**src/rtl/md5_msg_padder.sv**
```systemverilog
// md5_msg_padder: packs a byte stream into 512-bit MD5 blocks, appends the
// 0x80 marker, zero fill and 64-bit little-endian bit length, and hands each
// block to the hash core over a valid/ready handshake.
module md5_msg_padder #(
  parameter int LEN_W  = 64,  // appended bit-length field width (fixed by MD5)
  parameter int BCNT_W = 61   // message byte counter width
) (
  input  logic        clk_i,
  input  logic        rst_i,
  input  logic [7:0]  byte_i,
  input  logic        byte_valid_i,
  input  logic        byte_last_i,
  input  logic        empty_i,
  output logic        byte_ready_o,
  output logic [31:0] M_o [0:15],
  output logic        blk_valid_o,
  input  logic        blk_ready_i,
  output logic        blk_last_o,
  output logic        busy_o
);

  localparam logic [1:0] FILL = 2'd0;
  localparam logic [1:0] PAD  = 2'd1;
  localparam logic [1:0] LEN  = 2'd2;
  localparam logic [1:0] OUT  = 2'd3;

  logic [1:0]        state_q;
  logic [5:0]        idx_q;
  logic [BCNT_W-1:0] byte_cnt_q;
  logic              need_len_q;
  logic              pending_pad_q;
  logic              blk_valid_q;
  logic              blk_last_q;
  logic              busy_q;
  logic [7:0]        buf_q [0:63];

  logic [LEN_W-1:0]  bit_len;
  logic              xfer;
  logic              empty_ok;

  // Message length in bits, wrapping modulo 2^64 along with the byte counter.
  assign bit_len  = LEN_W'({byte_cnt_q, 3'b000});
  assign xfer     = byte_valid_i && byte_ready_o;
  assign empty_ok = empty_i && (idx_q == 6'd0) && (byte_cnt_q == '0);

  assign byte_ready_o = (state_q == FILL) && rst_i;
  assign blk_valid_o  = blk_valid_q;
  assign blk_last_o   = blk_last_q;
  assign busy_o       = busy_q;

  // Present the byte buffer as sixteen little-endian 32-bit words.
  always_comb begin
    for (int w = 0; w < 16; w++) begin
      M_o[w] = {buf_q[4*w+3], buf_q[4*w+2], buf_q[4*w+1], buf_q[4*w]};
    end
  end

  // Padder state machine: fill, pad, optional length-only block, output.
  always_ff @(posedge clk_i) begin
    if (!rst_i) begin
      state_q       <= FILL;
      idx_q         <= '0;
      byte_cnt_q    <= '0;
      need_len_q    <= 1'b0;
      pending_pad_q <= 1'b0;
      blk_valid_q   <= 1'b0;
      blk_last_q    <= 1'b0;
      busy_q        <= 1'b0;
      // NOTE: the buffer is reset because zero fill relies on it being clear;
      // a reset mid-message must not leak stale bytes into the next block.
      for (int i = 0; i < 64; i++) buf_q[i] <= 8'h00;
    end else begin
      case (state_q)
        FILL: begin
          if (xfer) begin
            buf_q[idx_q] <= byte_i;
            idx_q        <= idx_q + 6'd1;
            byte_cnt_q   <= byte_cnt_q + 1'b1;
            busy_q       <= 1'b1;
            if (idx_q == 6'd63) begin
              state_q       <= OUT;
              blk_valid_q   <= 1'b1;
              blk_last_q    <= 1'b0;
              pending_pad_q <= byte_last_i;
            end else if (byte_last_i) begin
              state_q <= PAD;
            end
          end else if (empty_ok) begin
            state_q <= PAD;
            busy_q  <= 1'b1;
          end
        end

        PAD: begin
          buf_q[idx_q] <= 8'h80;
          state_q      <= OUT;
          blk_valid_q  <= 1'b1;
          if (idx_q <= 6'd55) begin
            for (int i = 0; i < 8; i++) buf_q[56+i] <= bit_len[8*i +: 8];
            blk_last_q <= 1'b1;
          end else begin
            blk_last_q <= 1'b0;
            need_len_q <= 1'b1;
          end
        end

        LEN: begin
          for (int i = 0; i < 8; i++) buf_q[56+i] <= bit_len[8*i +: 8];
          need_len_q  <= 1'b0;
          blk_last_q  <= 1'b1;
          blk_valid_q <= 1'b1;
          state_q     <= OUT;
        end

        OUT: begin
          if (blk_ready_i) begin
            for (int i = 0; i < 64; i++) buf_q[i] <= 8'h00;
            idx_q       <= '0;
            blk_valid_q <= 1'b0;
            if (pending_pad_q) begin
              state_q       <= PAD;
              pending_pad_q <= 1'b0;
            end else if (need_len_q) begin
              state_q <= LEN;
            end else if (blk_last_q) begin
              state_q    <= FILL;
              byte_cnt_q <= '0;
              busy_q     <= 1'b0;
              blk_last_q <= 1'b0;
            end else begin
              state_q <= FILL;
            end
          end
        end

        default: state_q <= FILL;
      endcase
    end
  end

endmodule

```
**config.mk**
```make
export PLATFORM = sky130hd
export DESIGN_NAME = md5_msg_padder
export DESIGN_NICKNAME = d
export VERILOG_FILES = /design/src/rtl/md5_msg_padder.sv
export SDC_FILE = /design/constraint.sdc
export NUM_CORES = 1
export LEC_CHECK = 0
export CAP_MARGIN = 20
export CORE_ASPECT_RATIO = 1.2
export CORE_MARGIN = 5
export CORE_UTILIZATION = 30
export DETAILED_ROUTE_END_ITERATION = 8
export DONT_BUFFER_PORTS = 1
export SLEW_MARGIN = 30
export SYNTH_ARGS = -nofsm -noshare
export SYNTH_HDL_FRONTEND = slang
export SYNTH_SLANG_ARGS = --single-unit
```
**constraint.sdc**
```tcl
create_clock -name clk_i -period 5.48 [get_ports clk_i]
set_input_delay 1.096 -clock clk_i [delete_from_list [all_inputs] [get_ports clk_i]]
set_output_delay 1.096 -clock clk_i [all_outputs]
set_load 0.02 [all_outputs]
```
==> impl_metrics.tcl, run 1 <==
set metrics [dict create \
    synth_edf_count 512 \
    vias 14100 \
    holdCritPathClass "flip-flop to flip-flop" \
    netlist_area_um2 22500 \
    h-tree-depth 2 \
    utilization_pct 34.2 \
    dr.first_iter.drc_count 1644 \
    clk_latency_ps 610 \
    synth-async-reset-ratio_pct 0 \
    finalMaxSlewViolations 0 \
    nets 1798 \
    syn_avg_cell_area_um2 12.5 \
    startpoint_type "flip-flop" \
    hold_buffers 0 \
    final_layout_size_suffix_gt1_share_pct 7.97 \
    grt_max_degree 58 \
    dieArea_um2 80500 \
    viasPerCell 4.99 \
    status "finished, final reports clean" \
    drt_pre_antenna_iters 7 \
    synthesis.nets 1818 \
    finalNonFillerCells 2831 \
    drv_cap 0 \
    synth-xor-area-share_pct 1.87 \
    synthSimpleGateAreaFrac_pct 17.3 \
    fp-row-count 110 \
    powerDensity_nw_per_um2 447 \
    fp.coreArea_um2 74700 \
    finalPower_w 0.0114 \
    clk_pin_slew_worst_paths_ps 70 \
    root_buffer "clkbuf_16" \
    dpl.cell_count 2724 \
    synth_cells 1795 \
    seqPwrFrac_pct 54.6 \
    grt_overflow_total 0 \
    ys_ff_latch 586 \
    fin_crit_ps 3460 \
    setup_slack_ps 2020 \
    postCtsSetupBuffers 0 \
    clockPowerShare_pct 35.8 \
    total_leakage_power_nw 9.08 \
    crit_type "flip-flop to flip-flop" \
    p_int_w 0.00794 \
    antenna_found_initial 0 \
    max-slew-margin-rel_pct 34.1 \
    yosys.area.top_type "edfxtp_1" \
    cts_buffer_depth 3 \
    grt_usage_pct 16.9 \
    ys.flop_type "edfxtp_1" \
    power.switching_w 0.00351 \
    area_growth_pct 13.8 \
    synth_common_cells "nor2_1, edfxtp_1, nand2_1" \
    drc 0 \
    post-route-period-util_pct 63.2 \
    hold_depth 2 \
    yosys.area_share.adder_pct 0.501 \
    grt_pass1_vias 13300 \
    post_cts_resized 0 \
    cts_sinks 586 \
    routed_wl_um 72600 \
    die_x_um 260 \
    hold_violations 0 \
    hp-start "state_q[1]" \
    grt_pass1_wl_um 100000 \
    critPathArrivalTime_ps 3720 \
    ios 530 \
    r2r_slack_ps 2020 \
    yosysWarnings 0 \
    yosysMostFrequentCell "nor2_1" \
    synthMuxAreaShare_pct 0.134 \
    cp.required_ps 5740 \
    cp-end-kind "flip-flop" \
    netlist_top_cells_area "edfxtp_1, nor2_1, dfxtp_1" \
    place_congestion 0.871 \
    synth_compound_area_share_pct 3.14 \
    comb_power_share_pct 9.6 \
    synth_top_family_by_area "simple AND/OR/NAND/NOR gates" \
    min_delay_worst_endpoint "state_q[1]" \
    yosysSeqAreaShare_pct 75.0 \
    synth_top_area_share_pct 68.4 \
    setup_viol 0 \
    ir_worst_vdd_v 0.000412 \
    r2r_start "state_q[0]" \
    critPathMaxFanout 17 \
    clock_skew_ps 21.5 \
    dp_hpwl_um 49500 \
    cts_made_buffers 57 \
    pre_cts_slack_ps 1820 \
    r2r_cells 7 \
    rsz0062_at_grt "no" \
    synthDistinctLibCells 54 \
    route.detailed.wl_per_inst_um 25.6 \
    fmax_mhz 289 \
    drtAntennaViolNets 0 \
    worstMarginPinSlew_ps 989 \
    tns_ps 0 \
    switching_share_pct 30.6 \
    io_buffer_count 0 \
    cts_tree "built" \
    die_y_um 310 \
    initial_core_util_pct 30.1 \
    rr_endpoint "buf_q[59][3]" \
]
flip-flops by register name, summed over array words and instances (netlist names):
register and count:
blk_last_o 1, blk_valid_o 1, buf_q 512, busy_o 1, byte_cnt_q 61, idx_q 6, need_len_q 1, pending_pad_q 1
state_q 2
how the worst max path moves through the flow:
stage	slack, ps	depth (start not counted)	from	endpoint
after floorplan	2730	6	rst_i	buf_q[10][0]
after global placement	1670	5	byte_valid_i	buf_q[58][2]
after detailed placement	1820	5	byte_valid_i	buf_q[20][5]
after CTS	1970	7	state_q[0]	buf_q[59][1]
after global routing	1750	7	state_q[0]	buf_q[59][3]
final	2020	7	state_q[0]	buf_q[59][3]
layout by cell type, fill, tap and decap left out, types with 11 or more instances in the layout:
master and count:
or3_1 15, and3_1 11, clkbuf_16 59, nor2_1 519, edfxtp_1 512, nand4_1 23, nor4_1 15, xor2_1 36
dfxtp_1 74, xnor2_1 12, inv_1 17, a21oi_1 26, o21ai_0 81, nand3_1 85, buf_4 19, nand2_1 176
power groups by stage:
stage | Clock [W] | Combinational (W) | Sequential, W
after CTS | 0.00415 | 0.00110 | 0.00627
after global routing | 0.00433 | 0.00118 | 0.00628
after detailed placement | 0 | 0.00110 | 0.00636
final | 0.00409 | 0.00110 | 0.00625
after global placement | 0 | 0.00108 | 0.00637
after floorplan | 0 | 0.000667 | 0.00614
logic make-up after synthesis:
kind of cell,after synthesis
buffers and inverters,116
DFF,586
and+or+nand+nor,907
xor gates and xnor gates,48
AOI/OAI and AO/OA,126
adders and majority gates,9
muxes,3
stage by stage:
step / hold WS, ps / cell area [um2]
5_1_grt: 546 / 25600
6_report: 507 / 25600
3_3_place_gp: 496 / 23600
3_5_place_dp: 498 / 23600
4_1_cts: 508 / 25600
2_1_floorplan: 471 / 22500
worst max-delay path, cell delays in order (launching register included):
cell and delay (ps):
dfxtp_1 340, inv_1 110, ha_1 420, a21o_1 210, nand3b_1 280, nor3_4 820
nand2_1 490, nand2_1 430
routing by layer:
metal | GRT usage (%) | share of wire [%] | vias up
li1 | - | - | 6272
met1 | 19.8 | 36 | 6950
met2 | 30.1 | 51 | 768
met3 | 4.71 | 8.8 | 141
met4 | 5.83 | 3.6 | 0
met5 | 0 | 0 | -
cell type report:
cell class              count  area, um2
diodes                      3       7.51
clock buffers              66       1510
clock inverters            38        422
fillers                  7240      49100
inverters                  18       67.6
multi-input cells        1093       5320
flip-flops and latches    586      16900
well taps                1008       1260
repair buffers             19        143
Note: power is estimated with default switching activity, not from simulation.
==> inputs of run 2 (changes only) <==
==> constraint.sdc (replaced) <==
create_clock -name clk_i -period 3.2 [get_ports clk_i]
set_input_delay 0.64 -clock clk_i [delete_from_list [all_inputs] [get_ports clk_i]]
set_output_delay 0.64 -clock clk_i [all_outputs]
set_load 0.02 [all_outputs]
==> run 2 against run 1 <==
Combinational power grew 83%. Critical path depth rose by 2. Clock skew is 4.9 ps lower. Count of clock-buffer cells in the layout up 3. Setup slack worse by 1700 ps. Clock power grew 74%. Sequential share of layout area is 1.2 points lower. Core utilization is 0.62 points higher. Worst hold slack worse by 310 ps. Total power up 73%. Critical endpoint is now buf_q[8][4]. Largest power group unchanged.
==> impl_metrics.tcl, run 2 (same netlist as run 1, synthesis figures left out) <==
set metrics [dict create \
    place_congestion 0.869 \
    cp.required_ps 3480 \
    dpl.cell_count 2760 \
    ir_worst_vdd_v 0.000693 \
    worstMarginPinSlew_ps 728 \
    grt_overflow_total 0 \
    dr.first_iter.drc_count 1523 \
    cts_tree "built" \
    die_x_um 260 \
    total_leakage_power_nw 9.34 \
    critPathCapture "buf_q[8][4]" \
    setup_viol 0 \
    h-tree-depth 2 \
    grt_usage_pct 17.1 \
    rsz0062_at_grt "no" \
    grt_pass1_wl_um 101000 \
    max-slew-margin-rel_pct 51.3 \
    cts_sinks 586 \
    area_growth_pct 15.8 \
    largest_reg_flops 512 \
    r2r_slack_ps 310 \
    postCtsSetupBuffers 0 \
    status "finished, final reports clean" \
    fin_crit_ps 2890 \
    io_buffer_count 0 \
    nets 1835 \
    clk_pin_slew_worst_paths_ps 60 \
    final_layout_size_suffix_gt1_share_pct 9.83 \
    startpoint_type "flip-flop" \
    powerDensity_nw_per_um2 762 \
    r2r_start "state_q[1]" \
    drt_pre_antenna_iters 6 \
    cts_made_buffers 58 \
    cts_buffer_depth 3 \
    startpoint "state_q[1]" \
    cp-end-kind "flip-flop" \
    top_regs "buf_q: 512 flops, byte_cnt_q: 61 flops, idx_q: 6 flops" \
    post-route-period-util_pct 90.2 \
    routed_wl_um 73500 \
    fmax_mhz 347 \
    r2r_cells 9 \
    rr_endpoint "buf_q[8][4]" \
    root_buffer "clkbuf_16" \
    critPathMaxFanout 13 \
    die_y_um 310 \
    clock_skew_ps 16.6 \
    fp.coreArea_um2 74700 \
    largest-register "buf_q" \
    clk_latency_ps 620 \
    holdCritPathClass "input pin to flip-flop" \
    finalMaxSlewViolations 0 \
    layout_commonest_cell "nor2_1" \
    route.detailed.wl_per_inst_um 25.6 \
    crit_slowest_cell "ha_1" \
    critPathArrivalTime_ps 3170 \
    dp_hpwl_um 49800 \
    initial_core_util_pct 30.1 \
    drc 0 \
    crit_path_cell_trace "inv_1 -> ha_1 -> a21o_1 -> nand3b_1 -> nor3_4 -> buf_4 -> buf_4 -> nand2_1 -> nand2_1" \
    viasPerCell 4.99 \
    ios 530 \
    grt_pass1_vias 13800 \
    vias 14300 \
    finalNonFillerCells 2871 \
    drv_cap 0 \
    dieArea_um2 80500 \
    drtAntennaViolNets 0 \
    crit_path_max_incr_delay_ps 400 \
    hold_violations 0 \
    antenna_found_initial 3 \
    fp-row-count 110 \
    grt_max_degree 65 \
    tns_ps 0 \
    crit_type "flip-flop to flip-flop" \
    final_cell_mix "nor2_1, edfxtp_1, nand2_1" \
]
run 2: repair_timing:
item / CTS / global route
hold buffers: 0 / 0
gates resized for setup: 0 / 1
setup endpoints to repair: 0 / 36
run 2: report_power, final:
part	leakage, nW	internal (W)	switching [W]	total, W
sequential	5.93	0.00925	0.00147	0.0107
combinational	2.45	0.000404	0.00161	0.00201
clock	0.966	0.00409	0.00303	0.00712
total	9.34	0.0137	0.00610	0.0198
run 2: cell type report:
| cell class | count | area, um2 |
|---|---|---|
| flip-flops and latches | 586 | 16900 |
| well taps | 1008 | 1260 |
| repair buffers | 55 | 576 |
| clock inverters | 40 | 450 |
| multi-input cells | 1093 | 5300 |
| fillers | 7129 | 48700 |
| clock buffers | 69 | 1530 |
| diodes | 2 | 5.00 |
| inverters | 18 | 67.6 |
run 2: how the worst min path moves through the flow:
stage	startpoint	endpoint	slack (ps)	cells past startpoint
CTS	rst_i	state_q[1]	140	2
detailed placement	state_q[1]	state_q[1]	510	2
floorplan	state_q[1]	state_q[1]	470	2
global placement	state_q[1]	state_q[1]	500	2
finish	rst_i	state_q[1]	190	2
global route	rst_i	state_q[1]	160	2
run 2: through the flow:
step	util, %	instance area, um2	setup slack, ps	power [W]	hold WS (ps)
after floorplan	-	22500	904	0.0116	471
after global placement	32.2	24100	119	0.0129	497
after detailed placement	32.2	24100	71.3	0.0129	510
after CTS	34.8	26000	42.0	0.0200	145
after global routing	34.8	26000	52.8	0.0205	158
final	34.9	26000	315	0.0198	192
run 2: per-layer routing:
metal | vias to the layer above | GRT usage, % | share of wire [%] | routed length (um)
met5 | - | 0 | 0 | 0
met4 | 0 | 6.53 | 3.7 | 2700
met3 | 143 | 5.46 | 8.7 | 6410
met2 | 741 | 30.1 | 51 | 37600
met1 | 7115 | 19.6 | 36 | 26800
li1 | 6326 | - | - | -
run 2: worst max-delay path: cells and delay by family, from the launching register on:
kind	cells	cell delay, ps
compound gates	1	210
fa+ha+maj	1	400
buf+inv	3	630
flops	1	340
simple gates	4	970
